$ cat config.mk
export PLATFORM = sky130hd
export DESIGN_NAME = word_assembler
export DESIGN_NICKNAME = d
export VERILOG_FILES = /design/src/rtl/word_assembler_pkg.sv /design/src/rtl/word_assembler_outreg.sv /design/src/rtl/word_assembler.sv
export SDC_FILE = /design/constraint.sdc
export NUM_CORES = 1
export LEC_CHECK = 0
export ABC_AREA = 0
export CAP_MARGIN = 20
export CORE_MARGIN = 3
export CORE_UTILIZATION = 47
export CTS_CLUSTER_DIAMETER = 50
export DETAILED_ROUTE_END_ITERATION = 8
export MAX_ROUTING_LAYER = met4
export PLACE_DENSITY = 0.76
export SYNTH_ARGS = -nofsm -noshare
export SYNTH_HDL_FRONTEND = slang
export SYNTH_SLANG_ARGS = --single-unit
$ cat constraint.sdc
create_clock -name clk -period 2.1 [get_ports clk]
set_input_delay 0.21 -clock clk [delete_from_list [all_inputs] [get_ports clk]]
set_output_delay 0.21 -clock clk [all_outputs]
set_load 0.01 [all_outputs]
$ cat src/rtl/word_assembler_pkg.sv
// Shared helpers for the word assembler.
//   lane_w(ratio)              : width of a lane/beat counter for RATIO lanes
//   pos(k, ratio, msb_first)   : output lane position of beat k within a word
package word_assembler_pkg;

  function automatic int unsigned lane_w(input int unsigned ratio);
    return (ratio > 1) ? $clog2(ratio) : 1;
  endfunction

  function automatic int unsigned pos(input int unsigned k,
                                      input int unsigned ratio,
                                      input bit          msb_first);
    return msb_first ? (ratio - 1 - k) : k;
  endfunction

endpackage

$ cat src/rtl/word_assembler_outreg.sv
// Output holding register with valid/ready handshake.
//   clk, rst    : falling-edge clock, async active-low reset
//   load        : capture load_data/load_keep and raise out_valid
//   load_data   : word to present
//   load_keep   : per-lane keep flags for the word
//   out_valid   : word held and valid
//   out_data    : held word
//   out_keep    : held keep flags
//   out_ready   : consumer accepts the held word
module word_assembler_outreg #(
  parameter int unsigned DATA_W = 32,
  parameter int unsigned KEEP_W = 4
) (
  input  logic              clk,
  input  logic              rst,
  input  logic              load,
  input  logic [DATA_W-1:0] load_data,
  input  logic [KEEP_W-1:0] load_keep,
  output logic              out_valid,
  output logic [DATA_W-1:0] out_data,
  output logic [KEEP_W-1:0] out_keep,
  input  logic              out_ready
);

  always_ff @(negedge clk or negedge rst) begin
    if (!rst) begin
      out_valid <= 1'b0;
      out_data  <= '0;
      out_keep  <= '0;
    end else if (load) begin
      out_valid <= 1'b1;
      out_data  <= load_data;
      out_keep  <= load_keep;
    end else if (out_ready) begin
      out_valid <= 1'b0;
    end
  end

endmodule

$ cat src/rtl/word_assembler.sv
// Narrow-to-wide packer: collects RATIO beats of IN_W bits into one word.
//   clk, rst    : falling-edge clock, async active-low reset
//   in_valid    : in_data valid
//   in_data     : input beat
//   in_ready    : a beat can be accepted this cycle
//   flush       : level request to emit the current partial word
//   flush_done  : one-cycle pulse when a flush is taken
//   out_valid   : out_data/out_keep valid
//   out_data    : assembled word (IN_W*RATIO bits)
//   out_keep    : keep[j]=1 when lane j holds a received beat
//   out_ready   : consumer accepts the word
module word_assembler
  import word_assembler_pkg::*;
#(
  parameter int unsigned IN_W      = 8,
  parameter int unsigned RATIO     = 4,
  parameter bit          MSB_FIRST = 1'b1
) (
  input  logic                  clk,
  input  logic                  rst,
  input  logic                  in_valid,
  input  logic [IN_W-1:0]       in_data,
  output logic                  in_ready,
  input  logic                  flush,
  output logic                  flush_done,
  output logic                  out_valid,
  output logic [IN_W*RATIO-1:0] out_data,
  output logic [RATIO-1:0]      out_keep,
  input  logic                  out_ready
);

  localparam int unsigned OUT_W = IN_W * RATIO;
  localparam int unsigned CW    = lane_w(RATIO);
  localparam logic [CW-1:0] LAST = CW'(RATIO - 1);

  // Lanes are stored in arrival order; the position mapping is applied
  // only when the output word is built.
  logic [IN_W-1:0]  lanes [0:RATIO-2];
  logic [CW-1:0]    cnt;

  logic             slot_free;
  logic             accept;
  logic             complete;
  logic             flush_take;
  logic             load;
  logic [OUT_W-1:0] word_d;
  logic [RATIO-1:0] keep_d;

  assign slot_free  = !out_valid || out_ready;
  assign in_ready   = (flush && !slot_free) ? 1'b0 : ((cnt != LAST) || slot_free);
  assign accept     = in_valid && in_ready;
  assign complete   = accept && (cnt == LAST);
  assign flush_take = flush && slot_free;
  assign load       = complete || (flush_take && ((cnt != '0) || accept));

  // Word = held lanes plus the beat accepted this cycle; lanes beyond the
  // resulting count stay zero with keep cleared.
  always_comb begin
    word_d = '0;
    keep_d = '0;
    for (int unsigned k = 0; k < RATIO - 1; k++) begin
      if (CW'(k) < cnt) begin
        word_d[pos(k, RATIO, MSB_FIRST)*IN_W +: IN_W] = lanes[k];
        keep_d[pos(k, RATIO, MSB_FIRST)]              = 1'b1;
      end else if ((CW'(k) == cnt) && accept) begin
        word_d[pos(k, RATIO, MSB_FIRST)*IN_W +: IN_W] = in_data;
        keep_d[pos(k, RATIO, MSB_FIRST)]              = 1'b1;
      end
    end
    if (complete) begin
      word_d[pos(RATIO - 1, RATIO, MSB_FIRST)*IN_W +: IN_W] = in_data;
      keep_d[pos(RATIO - 1, RATIO, MSB_FIRST)]              = 1'b1;
    end
  end

  always_ff @(negedge clk or negedge rst) begin
    if (!rst) begin
      cnt        <= '0;
      flush_done <= 1'b0;
      for (int unsigned k = 0; k < RATIO - 1; k++) begin
        lanes[k] <= '0;
      end
    end else begin
      flush_done <= flush_take;
      if (complete || flush_take) begin
        cnt <= '0;
      end else if (accept) begin
        lanes[cnt] <= in_data;
        cnt        <= cnt + CW'(1);
      end
    end
  end

  word_assembler_outreg #(
    .DATA_W (OUT_W),
    .KEEP_W (RATIO)
  ) u_outreg (
    .clk       (clk),
    .rst       (rst),
    .load      (load),
    .load_data (word_d),
    .load_keep (keep_d),
    .out_valid (out_valid),
    .out_data  (out_data),
    .out_keep  (out_keep),
    .out_ready (out_ready)
  );

endmodule

==> impl_metrics.ini <==
[placement]
placed_cells = 393
place.gp.congestion = 0.833
dp_slack_ns = -0.736
port_buffers = 51
hpwl_um = 4820

[pwr]
power_density_nw_per_um2 = 976
ir_drop_mv = 0.834
power_mw = 4.55
power.leakage_nw = 2.21

[global_routing]
grt_overflow = 0
grt_max_degree = 65
antenna_found_initial = 0
grt_pass1_wl_um = 14200
grt_pass1_vias = 2652
grt_use_total_pct = 27.3

[yosys]
synth-xor-area-share_pct = 0
synthMuxAreaShare_pct = 9.97
ys_warn_count = 0
synth.area.top_cells = dfrtn_1 57%, mux2_2 9.6%, nor2_1 3.2%
yosysTopAreaCellShare_pct = 56.7
postSynthCellCount = 240
synth_enable_flop_cells = 0
synth_compound_area_share_pct = 15.1
synth_fp_nets = 257
synth_simple_gate_area_share_pct = 12.7
synth_top_area_cell = dfrtn_1
yosysMostFrequentCell = dfrtn_1
syn_area_um2 = 2820
yosys_register_bits = 64
postSynthAreaPerCell_um2 = 11.8
yosysSeqAreaShare_pct = 56.7
yosys.area_share.adder_pct = 1.77
synthTopCellsByCount = 64 x dfrtn_1, 24 x mux2_2, 24 x nor2_1, 16 x a21oi_1, 14 x nand2_1
yosysUniqueCellTypes = 32
postSynth.asyncResetShare_pct = 100
synth_top_family_by_area = compound AO/OA/AOI/OAI gates
synth_ff_type = dfrtn_1

[final_layout]
final_util_pct = 82.2
final_cells = 458
fillerInstances = 276
synthToLayoutAreaGrowth_pct = 65.1
layout-drive-gt1-share_pct = 61.1
final_net_count = 398
antennaDiodeCount = 0

[floorplan]
fp-row-count = 27
core_area_um2 = 5680
die_w_um = 83.5
die-area_um2 = 6970
fp.dieH_um = 83.5
num_io_pins = 52
start_util_pct = 49.8

[setup_path]
cp.arrival_ns = 2.35
end_kind = output port
path_max_fanout = 2
crit_type = reg2out
required_ns = 1.89
cp-start-kind = flop

[drt]
drt_wl_total_um = 9830
drt-initial-drc-count = 224
wl_per_cell_um = 21.5
drt-pass1-iter-count = 5
vias_per_cell = 5.79
ant_nets = 0
route.vias.total = 2654
drcViolationCount = 0

[clock_tree]
cts.clk_slew.worst_paths_ns = 0.05
clock_latency_ns = 0.33
h-tree-depth = 3
postCtsHoldBufs = 0
cts_made_buffers = 9
clockBufferDepth = 2
cts_tree = built
cts.sinks = 64
root_buffer = clkbuf_8

[worst_hold_path]
hp-class = reg2reg

[timing]
rsz0062_at_grt = yes
worst_pin_slew_ns = 0.439
timing.final.hold_violations = 0
slew_headroom_pct = 70.6
skew_ns = 0.00922
setup_viol = 77
finalMaxSlewViolations = 0
finalWorstSetupSlack_ns = -0.456

[outcome]
violations = setup timing
status = finished with violations

[run]
maxCapViolCount = 0
-- worst max-delay path, cell delays in order (launching register included) --
cell and delay [ns]:
dfrtn_1 0.35, ha_2 0.20, or2_4 0.25, nand2_4 0.07, buf_6 0.10
-- per-stage QoR --
step           cell area, um^2  TNS, ns  hold slack [ns]
5_1_grt                   4660    -9.00            0.448
6_report                  4660    -6.91            0.423
2_1_floorplan             2910   -11.91            0.410
3_3_place_gp              3780   -45.24            0.411
4_1_cts                   4360    -9.58            0.420
3_5_place_dp              3780   -46.93            0.425
-- final timing paths --
check                      cells past startpoint  slack (ns)             startpoint                     to
max in group asynchronous                      2        0.95                    rst               lanes[2]
max                                            4       -0.46                 cnt[0]               in_ready
max reg2reg                                    9        0.01                 cnt[0]  u_outreg.out_data[11]
min                                            2        0.42  u_outreg.out_data[25]  u_outreg.out_data[25]
min in group asynchronous                      2        0.81                    rst   u_outreg.out_keep[1]
min reg2reg                                    2        0.42  u_outreg.out_data[25]  u_outreg.out_data[25]
-- placed cells by master (no fill, tap or decap), types with 3 or more instances in the layout --
master            n
a21oi_2          11
a21oi_4           5
a221oi_2          5
a221oi_4          3
a22o_1            8
a31oi_1           8
buf_12            8
buf_16            3
buf_2            34
buf_4            67
buf_6            23
clkbuf_8         11
clkdlybuf4s50_1   8
dfrtn_1          64
ha_1              3
inv_1             4
mux2_2           14
mux2_4           10
nand2_1          11
nand2b_4          3
nand3_1           3
nand3_2           8
nor2_1           14
nor2_2            8
nor2b_1           8
o21ai_1           8
-- where the power goes --
| part | internal, mW | switching, mW |
|---|---|---|
| Sequential | 1.59 | 0.250 |
| Clock | 0.611 | 0.498 |
| Combinational | 0.887 | 0.713 |
-- sequential cells by signal (all words and copies together) (netlist names) --
name,cells
u_outreg.out_valid,1
lanes,24
cnt,2
flush_done,1
u_outreg.out_data,32
u_outreg.out_keep,4
-- cell type report --
cell class                 count  area [um^2]  share of cell area (%)
tap                           72         90.1                    1.93
timing repair buffer         145         1280                    27.6
sequential                    64         1600                    34.3
clock inverter                 3         40.0                   0.859
inverter                       4         15.0                   0.322
multi-input combinational    157         1470                    31.6
clock buffer                  13          159                    3.41
-- layer usage --
metal	up-vias	wire, um	GRT usage [%]
met5	-	0	-
met2	115	5050	43.4
met3	27	538	6.42
met1	1375	3970	33.4
met4	0	261	12.3
li1	1137	-	-
-- timing repair --
| action | 4_1_cts | 5_1_grt |
|---|---|---|
| endpoints found under the hold margin | 0 | 0 |
| setup buffers | 28 | 20 |
| pin swaps | 14 | 24 |
| resized for setup | 219 | 54 |
| gates cloned | 6 | 1 |
| endpoints found under the setup margin | 103 | 94 |
-- logic make-up after synthesis --
kind of cell	Yosys count
mux	25
flops	64
simple gates	69
fa+ha+maj	4
buf+inv	19
compound gates	59
Note: power is estimated with default switching activity, not from simulation.
